==> src/rtl/elem_cmd_sched.sv <==
// Timed command scheduler for one signal-generation element: buffers commands
// in a small FIFO and releases each one as a one-cycle cmdstb at its trigger time.
module elem_cmd_sched #(
  parameter int DEPTH          = 4,
  parameter int TCNTWIDTH      = 32,
  parameter int ENV_ADDRWIDTH  = 12,
  parameter int FREQ_ADDRWIDTH = 8,
  localparam int AW = $clog2(DEPTH),
  localparam int LW = AW + 1
) (
  input  logic                      clk,
  input  logic                      resetn,
  input  logic [TCNTWIDTH-1:0]      tcnt,
  input  logic                      run,
  input  logic                      flush,
  input  logic                      clr_err,
  input  logic                      in_valid,
  output logic                      in_ready,
  input  logic [TCNTWIDTH-1:0]      in_trig,
  input  logic [ENV_ADDRWIDTH-1:0]  in_envstart,
  input  logic [ENV_ADDRWIDTH-1:0]  in_envlength,
  input  logic [FREQ_ADDRWIDTH-1:0] in_freqaddr,
  input  logic [16:0]               in_pini,
  input  logic [15:0]               in_ampx,
  input  logic [15:0]               in_ampy,
  input  logic                      elem_valid,
  output logic                      cmdstb,
  output logic [ENV_ADDRWIDTH-1:0]  envstart,
  output logic [ENV_ADDRWIDTH-1:0]  envlength,
  output logic [FREQ_ADDRWIDTH-1:0] freqaddr,
  output logic [16:0]               pini,
  output logic [15:0]               ampx,
  output logic [15:0]               ampy,
  output logic [LW-1:0]             level,
  output logic                      late_err,
  output logic                      overlap_err
);

  localparam int FW = 2*ENV_ADDRWIDTH + FREQ_ADDRWIDTH + 17 + 32;
  localparam int W  = TCNTWIDTH + FW;

  typedef enum logic [1:0] {
    S_IDLE = 2'd0,
    S_WAIT = 2'd1,
    S_FIRE = 2'd2
  } state_t;

  state_t               r_state;
  state_t               w_nxt;
  logic [W-1:0]         r_mem [DEPTH];
  logic [AW-1:0]        r_wr_ptr;
  logic [AW-1:0]        r_rd_ptr;
  logic [LW-1:0]        r_level;
  logic [FW-1:0]        r_fields;
  logic                 r_late_err;
  logic                 r_overlap_err;

  logic [W-1:0]         w_in_word;
  logic [W-1:0]         w_head;
  logic [TCNTWIDTH-1:0] w_head_trig;
  logic [TCNTWIDTH-1:0] w_d;
  logic                 w_d_neg;
  logic                 w_d_zero;
  logic                 w_push;
  logic                 w_pop;
  logic                 w_set_late;
  logic                 w_set_overlap;

  assign w_in_word   = {in_trig, in_envstart, in_envlength, in_freqaddr,
                        in_pini, in_ampx, in_ampy};
  assign w_head      = r_mem[r_rd_ptr];
  assign w_head_trig = w_head[W-1 -: TCNTWIDTH];

  // Modular difference; its sign bit tells early vs. past-due across tcnt wrap.
  assign w_d      = tcnt - w_head_trig;
  assign w_d_neg  = w_d[TCNTWIDTH-1];
  assign w_d_zero = (w_d == '0);

  assign in_ready = (r_level < LW'(DEPTH));
  assign w_push   = in_valid && in_ready && !flush;

  always_comb begin
    w_nxt      = r_state;
    w_pop      = 1'b0;
    w_set_late = 1'b0;
    case (r_state)
      S_IDLE: if (r_level != '0) w_nxt = S_WAIT;
      S_WAIT: begin
        if (run && !w_d_neg) begin
          w_nxt      = S_FIRE;
          w_pop      = 1'b1;
          w_set_late = !w_d_zero;
        end
      end
      S_FIRE:  w_nxt = (r_level != '0) ? S_WAIT : S_IDLE;
      default: w_nxt = S_IDLE;
    endcase
    if (flush) begin
      w_nxt      = S_IDLE;
      w_pop      = 1'b0;
      w_set_late = 1'b0;
    end
  end

  assign w_set_overlap = (r_state == S_FIRE) && elem_valid;

  always_ff @(posedge clk) begin
    if (w_push) r_mem[r_wr_ptr] <= w_in_word;
  end

  always_ff @(posedge clk or negedge resetn) begin
    if (!resetn) begin
      r_state       <= S_IDLE;
      r_wr_ptr      <= '0;
      r_rd_ptr      <= '0;
      r_level       <= '0;
      r_fields      <= '0;
      r_late_err    <= 1'b0;
      r_overlap_err <= 1'b0;
    end else begin
      r_state <= w_nxt;
      if (flush) begin
        r_wr_ptr <= '0;
        r_rd_ptr <= '0;
        r_level  <= '0;
      end else begin
        if (w_push) r_wr_ptr <= r_wr_ptr + AW'(1);
        if (w_pop)  r_rd_ptr <= r_rd_ptr + AW'(1);
        r_level <= r_level + LW'(w_push) - LW'(w_pop);
      end
      if (w_pop) r_fields <= w_head[FW-1:0];
      // A set event in the same cycle as clr_err keeps the flag set.
      r_late_err    <= (r_late_err    && !clr_err) || w_set_late;
      r_overlap_err <= (r_overlap_err && !clr_err) || w_set_overlap;
    end
  end

  assign cmdstb = (r_state == S_FIRE);
  assign {envstart, envlength, freqaddr, pini, ampx, ampy} = r_fields;
  assign level       = r_level;
  assign late_err    = r_late_err;
  assign overlap_err = r_overlap_err;

endmodule

==> config.mk <==
export PLATFORM = sky130hd
export DESIGN_NAME = elem_cmd_sched
export DESIGN_NICKNAME = d
export VERILOG_FILES = /design/src/rtl/elem_cmd_sched.sv
export SDC_FILE = /design/constraint.sdc
export NUM_CORES = 1
export LEC_CHECK = 0
export CAP_MARGIN = 30
export CORE_UTILIZATION = 28
export CTS_BUF_LIST = sky130_fd_sc_hd__clkbuf_8
export CTS_CLUSTER_DIAMETER = 40
export DETAILED_ROUTE_END_ITERATION = 10
export GPL_ROUTABILITY_DRIVEN = 1
export MAX_ROUTING_LAYER = met4
export PLACE_DENSITY = 0.48
export SYNTH_ARGS = -nofsm -noshare
export SYNTH_HDL_FRONTEND = slang
export SYNTH_SLANG_ARGS = --single-unit
==> constraint.sdc <==
create_clock -name clk -period 7.8 [get_ports clk]
set_input_delay 2.34 -clock clk [delete_from_list [all_inputs] [get_ports clk]]
set_output_delay 2.34 -clock clk [all_outputs]
set_load 0.05 [all_outputs]
==> flow_metrics.py, run 1 <==
metrics = {
    "logic_synthesis": {
        "yosysSeqAreaShare_pct": 71.4,
        "synth_fp_nets": 1334,
        "synth_enable_flop_cells": 452,
        "synthDistinctLibCells": 70,
        "synthFlopType": "edfxtp_1",
        "synthCells": 1143,
        "syn_area_um2": 22200,
        "async_reset_ff_share_pct": 16.9,
        "synth_seq_cells": 544,
        "avgSynthCellArea_um2": 19.5,
        "yosysWarnings": 0,
    },
    "clocking": {
        "cts_resized": 0,
        "cts_hold_buf": 0,
        "h-tree-depth": 3,
        "post_cts_buffers": 0,
        "cts-root-to-sink-buffers": 3,
        "cts_root_buf": "clkbuf_8",
        "clk-insertion-delay-late_ns": 0.72,
        "cts_tree": "done",
        "path_clk_slew_ns": 0.06,
        "cts_buffers": 104,
        "clock-sinks": 544,
    },
    "floorplan": {
        "initial_core_util_pct": 28.5,
        "fp.dieW_um": 284,
        "rows": 102,
        "die-area_um2": 80600,
        "ios": 240,
        "die_h_um": 284,
        "core_area_um2": 78000,
    },
    "setup_path": {
        "crit_buf_inv": 3,
        "worstPathRequired_ns": 8.34,
        "crit_arrival_ns": 6.34,
        "worst_setup_path_end_kind": "flip-flop",
        "startpoint_type": "input pin",
        "crit_type": "in2reg",
        "crit_chain": "clkdlybuf4s50_1 -> ha_1 -> o211a_1 -> a21bo_1 -> a211oi_4 -> o211ai_2 -> o31ai_4 -> xor2_2 -> nor4_4 -> ha_1 -> inv_1 -> ha_1 -> inv_1 -> fa_1 -> xnor2_1 -> xnor2_1 -> nor2_1",
        "path_max_fanout": 7,
        "crit_family": "compound AO/OA/AOI/OAI gates",
        "critPathSlowestCell": "clkdlybuf4s50_1",
        "max_stage_delay_ns": 0.43,
        "cp_common_cell": "ha_1",
    },
    "finish": {
        "layout.cells.non_filler": 2591,
        "nFillCells": 7248,
        "nets": 1643,
        "syn_to_final_growth_pct": 26.9,
        "drive_gt1_share_pct": 23.9,
    },
    "routing": {
        "wl_per_cell_um": 21.2,
        "drc_errors": 0,
        "dr.pass1.iters": 4,
        "postRouteAntennaNets": 0,
        "num_vias": 11700,
        "initialDrtViolationCount": 623,
        "wirelength_um": 54900,
        "via_per_inst": 4.53,
    },
    "sta": {
        "fin_crit_sh_pct": 74.3,
        "max-slew-margin-rel_pct": 35.5,
        "tightest_slew_ns": 0.968,
        "tns_ns": 0,
        "skew_ns": 0.0641,
        "rsz0062_at_grt": "false",
        "finalSetupViolCount": 0,
        "slew_viol_final": 0,
        "fin_ws_ns": 2.00,
        "period_minus_slack_ns": 5.80,
        "final_hold_viol_count": 0,
        "fmax_ghz": 0.173,
        "hold-worst-slack_ns": 0.491,
    },
    "job": {
        "maxCapViolations": 0,
    },
    "power_and_ir_drop": {
        "powerDensity_nw_per_um2": 334,
        "vdd_drop_max_mv": 0.205,
        "p_leak_nw": 9.81,
    },
    "global_route": {
        "antenna_found_initial": 6,
        "grt_usage_pct": 14.1,
        "grt_first_pass_wirelength_um": 82400,
        "grt_max_degree": 83,
        "grt_overflow": 0,
        "grt_pass1_vias": 13000,
    },
    "placement": {
        "portBuffers": 239,
        "place_hpwl_um": 31900,
        "post-place-ws_ns": 1.31,
        "gp_congestion": 0.818,
        "placedCellCount": 2385,
    },
    "hold_path": {
        "hold_path.class": "reg2reg",
    },
    "run_status": {
        "outcome": "complete, no violations",
    },
}
[area by class of cell]
type	instances	area, um^2	area share, %
antenna	7	17.5	0.0621
clock inverter	82	692	2.45
sequential	544	15900	56.3
multi-input combinational	504	5970	21.1
clock buffer	116	1600	5.66
tap	1040	1300	4.61
inverter	45	169	0.598
timing repair buffer	253	2600	9.20
[sequential cells by signal, indices dropped and copies added, names as in the netlist]
| register | count |
|---|---|
| overlap_err | 1 |
| r_fields | 81 |
| level | 3 |
| r_wr_ptr | 2 |
| r_rd_ptr | 2 |
| late_err | 1 |
| r_state | 2 |
| r_mem | 452 |
[placed cells by master, fill, tap and decap left out, types with 27 or more instances in the layout]
| cell type | Yosys | routed |
|---|---|---|
| edfxtp_1 | 452 | 452 |
| clkdlybuf4s50_1 | 0 | 238 |
| clkbuf_8 | 0 | 116 |
| mux4_2 | 113 | 113 |
| dfrtp_1 | 92 | 90 |
| inv_1 | 44 | 79 |
| mux2_4 | 70 | 70 |
| a21oi_1 | 38 | 38 |
| ha_1 | 37 | 37 |
| nor2_1 | 29 | 29 |
| nand2_1 | 27 | 27 |
[cell usage after synthesis, types with 11 or more instances]
| cell type | n | area [um^2] |
|---|---|---|
| a21o_1 | 13 | 97.6 |
| a21oi_1 | 38 | 190 |
| clkbuf_1 | 34 | 128 |
| dfrtp_1 | 92 | 2300 |
| edfxtp_1 | 452 | 13600 |
| ha_1 | 37 | 463 |
| inv_1 | 44 | 165 |
| mux2_1 | 11 | 124 |
| mux2_4 | 70 | 1050 |
| mux4_2 | 113 | 2540 |
| nand2_1 | 27 | 101 |
| nand3_1 | 12 | 60.1 |
| nor2_1 | 29 | 109 |
[cell families (layout without fill, tap and decap cells)]
logic type | after synthesis | after routing | share of synthesized area, %
xor+xnor | 18 | 18 | 0.742
compound gates | 119 | 119 | 3.76
flops | 544 | 544 | 71.4
simple gates | 126 | 126 | 2.89
mux | 202 | 202 | 17.1
buf+inv | 95 | 496 | 1.89
other cells | 0 | 7 | 0
fa+ha+maj | 39 | 39 | 2.26
[power breakdown]
group	switching [mW]	leakage (nW)	internal (mW)	total [mW]
clock	1.29	1.28	1.72	3.01
combinational	1.57	3.28	1.08	2.65
sequential	0.196	5.25	3.56	3.76
total	3.05	9.81	6.37	9.42
[metal layers]
layer	GRT usage (%)	wire (um)
met1	16.6	22900
met2	22.8	26800
met3	4.54	3600
met4	4.66	1600
met5	-	0
[through the flow]
stage / instance area [um^2] / util, % / power (mW)
floorplan: 22200 / - / 5.57
global placement: 25900 / 33.2 / 6.49
detailed placement: 25900 / 33.2 / 6.50
CTS: 28200 / 36.1 / 9.59
global route: 28200 / 36.2 / 9.87
finish: 28200 / 36.2 / 9.42
[final timing paths]
kind / cells past startpoint / to / slack [ns] / start
worst max-delay path: 17 / level[2] / 2.00 / tcnt[4]
worst max register to register: 19 / level[2] / 2.44 / r_rd_ptr[0]
worst min-delay path: 1 / r_fields[0] / 0.49 / r_fields[0]
max in group asynchronous: 3 / r_fields[70] / 4.85 / resetn
min in group asynchronous: 1 / r_fields[25] / 1.69 / resetn
worst min register to register: 1 / r_fields[0] / 0.49 / r_fields[0]
Note: power is estimated with default switching activity, not from simulation.
==> run 2, diff against run 1 <==
Settings changed: PLACE_DENSITY 0.48 to 0.5.
Clock period 7.8 ns to 5.05 ns, I/O delays scaled along.
==> run 2 against run 1 <==
Compared with the run above:
- worst setup slack worse by 1.6 ns
- hold slack worse by 0.0048 ns
- sequential share of layout area down 1.3 points
- critical path type is now reg2reg
- die area unchanged
- largest power group unchanged
- clock-buffer cell count down 3
- power up 55%
- register-to-register slack worse by 2.0 ns
- critical path depth up 2
- combinational power up 65%
- largest cell class unchanged
- cell count up 3.1%
- global-route usage down 0.10 points
- first-iteration DRC count down 2.4%
==> flow_metrics.py, run 2 (synthesis gave the netlist of run 1 again) <==
metrics = {
    "sta": {
        "skew_ns": 0.0542,
        "tightest_slew_ns": 0.780,
        "max-slew-margin-rel_pct": 48.0,
        "slew_viol_final": 0,
        "tns_ns": 0,
        "final_hold_viol_count": 0,
        "finalSetupViolCount": 0,
        "fin_crit_sh_pct": 91.7,
        "fin_ws_ns": 0.419,
        "fmax_ghz": 0.216,
        "rsz0062_at_grt": "false",
        "period_minus_slack_ns": 4.63,
    },
    "routing": {
        "dr.pass1.iters": 5,
        "num_vias": 12000,
        "drc_errors": 0,
        "via_per_inst": 4.48,
        "wirelength_um": 54600,
        "wl_per_cell_um": 20.5,
        "initialDrtViolationCount": 608,
        "postRouteAntennaNets": 0,
    },
    "global_route": {
        "grt_usage_pct": 14.0,
        "grt_pass1_vias": 13200,
        "antenna_found_initial": 5,
        "grt_max_degree": 62,
        "grt_first_pass_wirelength_um": 81900,
        "grt_overflow": 0,
    },
    "hold_path": {
        "holdPathStages": 1,
        "hold_path_end": "r_fields[0]",
        "hold_start": "r_fields[0]",
        "hold_path.class": "reg2reg",
    },
    "clocking": {
        "post_cts_buffers": 0,
        "path_clk_slew_ns": 0.06,
        "cts_buffers": 101,
        "h-tree-depth": 3,
        "cts-root-to-sink-buffers": 3,
        "cts_root_buf": "clkbuf_8",
        "clk-insertion-delay-late_ns": 0.71,
        "cts_tree": "done",
        "cts_resized": 0,
        "clock-sinks": 544,
        "cts_hold_buf": 0,
    },
    "finish": {
        "drive_gt1_share_pct": 27.7,
        "final_cell_mix": "edfxtp_1, clkdlybuf4s50_1, mux4_2, clkbuf_8, buf_4",
        "largest_reg_flops": 452,
        "final_common_cell": "edfxtp_1",
        "nets": 1733,
        "syn_to_final_growth_pct": 29.8,
        "regMostFlops": "r_mem",
        "layout.cells.non_filler": 2671,
    },
    "setup_path": {
        "crit_type": "reg2reg",
        "r2r_cells": 19,
        "r2r_slack_ns": 0.42,
        "r2r_end": "level[2]",
        "worstPathRequired_ns": 5.57,
        "worst_setup_path_end_kind": "flip-flop",
        "path_max_fanout": 16,
        "rr_startpoint": "r_rd_ptr[0]",
        "startpoint_type": "flip-flop",
        "crit_arrival_ns": 5.15,
    },
    "floorplan": {
        "fp.dieW_um": 284,
        "core_area_um2": 78000,
        "initial_core_util_pct": 28.5,
        "ios": 240,
        "die_h_um": 284,
        "rows": 102,
        "die-area_um2": 80600,
    },
    "placement": {
        "portBuffers": 239,
        "place_hpwl_um": 34300,
        "gp_congestion": 0.852,
        "post-place-ws_ns": -0.217,
        "placedCellCount": 2479,
    },
    "power_and_ir_drop": {
        "vdd_drop_max_mv": 0.311,
        "p_leak_nw": 10.2,
        "powerDensity_nw_per_um2": 506,
    },
    "run_status": {
        "outcome": "complete, no violations",
    },
    "job": {
        "maxCapViolations": 0,
    },
}
[run 2: changes by cell type in the layout (fill, tap and decap cells not counted), sizes merged]
cell and change:
inv -2, clkbuf -3, buf +93, clkinvlp +1
clkinv -6, diode -2, bufinv -1
[run 2: worst max-delay path, cell delays in order (launching register included)]
cell and delay, ns:
dfrtp_4 0.49, buf_4 0.36, mux4_2 0.55, inv_1 0.10, ha_1 0.24, a21o_1 0.20
a31oi_1 0.25, o22ai_1 0.15, o31ai_2 0.30, o31ai_4 0.14, xor2_2 0.18, nor4_4 0.25
ha_1 0.27, inv_1 0.06, ha_1 0.13, inv_1 0.05, fa_1 0.37, xnor2_1 0.17
xnor2_1 0.13, nor2_1 0.05
[run 2: report_power, final]
group	switching [mW]	internal (mW)	leakage [nW]
Sequential	0.265	5.50	5.25
Clock	1.91	2.55	1.20
Combinational	2.53	1.84	3.75
Total	4.70	9.89	10.2
[run 2: stage by stage]
stage | util [%] | cell area (um^2) | total power [mW] | hold slack (ns)
after global routing | 37.0 | 28900 | 15.3 | 0.514
final | 37.0 | 28900 | 14.6 | 0.486
after CTS | 37.0 | 28900 | 14.9 | 0.489
after detailed placement | 34.2 | 26700 | 10.3 | 0.476
after floorplan | - | 22300 | 8.61 | 0.475
after global placement | 34.2 | 26700 | 10.3 | 0.467
[run 2: routing by layer]
metal	wire length (um)	GRT usage, %
met4	1430	4.36
met1	23600	17.1
met5	0	-
met2	26100	22.1
met3	3530	4.45
[run 2: layout make-up]
class	instances	area, um^2
sequential	544	15900
fill	7351	49100
multi-input combinational	504	5970
inverter	45	169
tap	1040	1300
timing repair buffer	346	3340
antenna	5	12.5
clock inverter	74	631
clock buffer	113	1560
[run 2: worst max-delay path by stage]
stage                      from        to  slack, ns  cells past startpoint
floorplan           r_rd_ptr[0]  level[2]       0.02                     23
global placement        tcnt[0]  level[2]      -0.24                     18
detailed placement      tcnt[0]  level[2]      -0.22                     18
CTS                 r_rd_ptr[0]  level[2]       0.33                     19
global route        r_rd_ptr[0]  level[2]       0.10                     19
finish              r_rd_ptr[0]  level[2]       0.42                     19
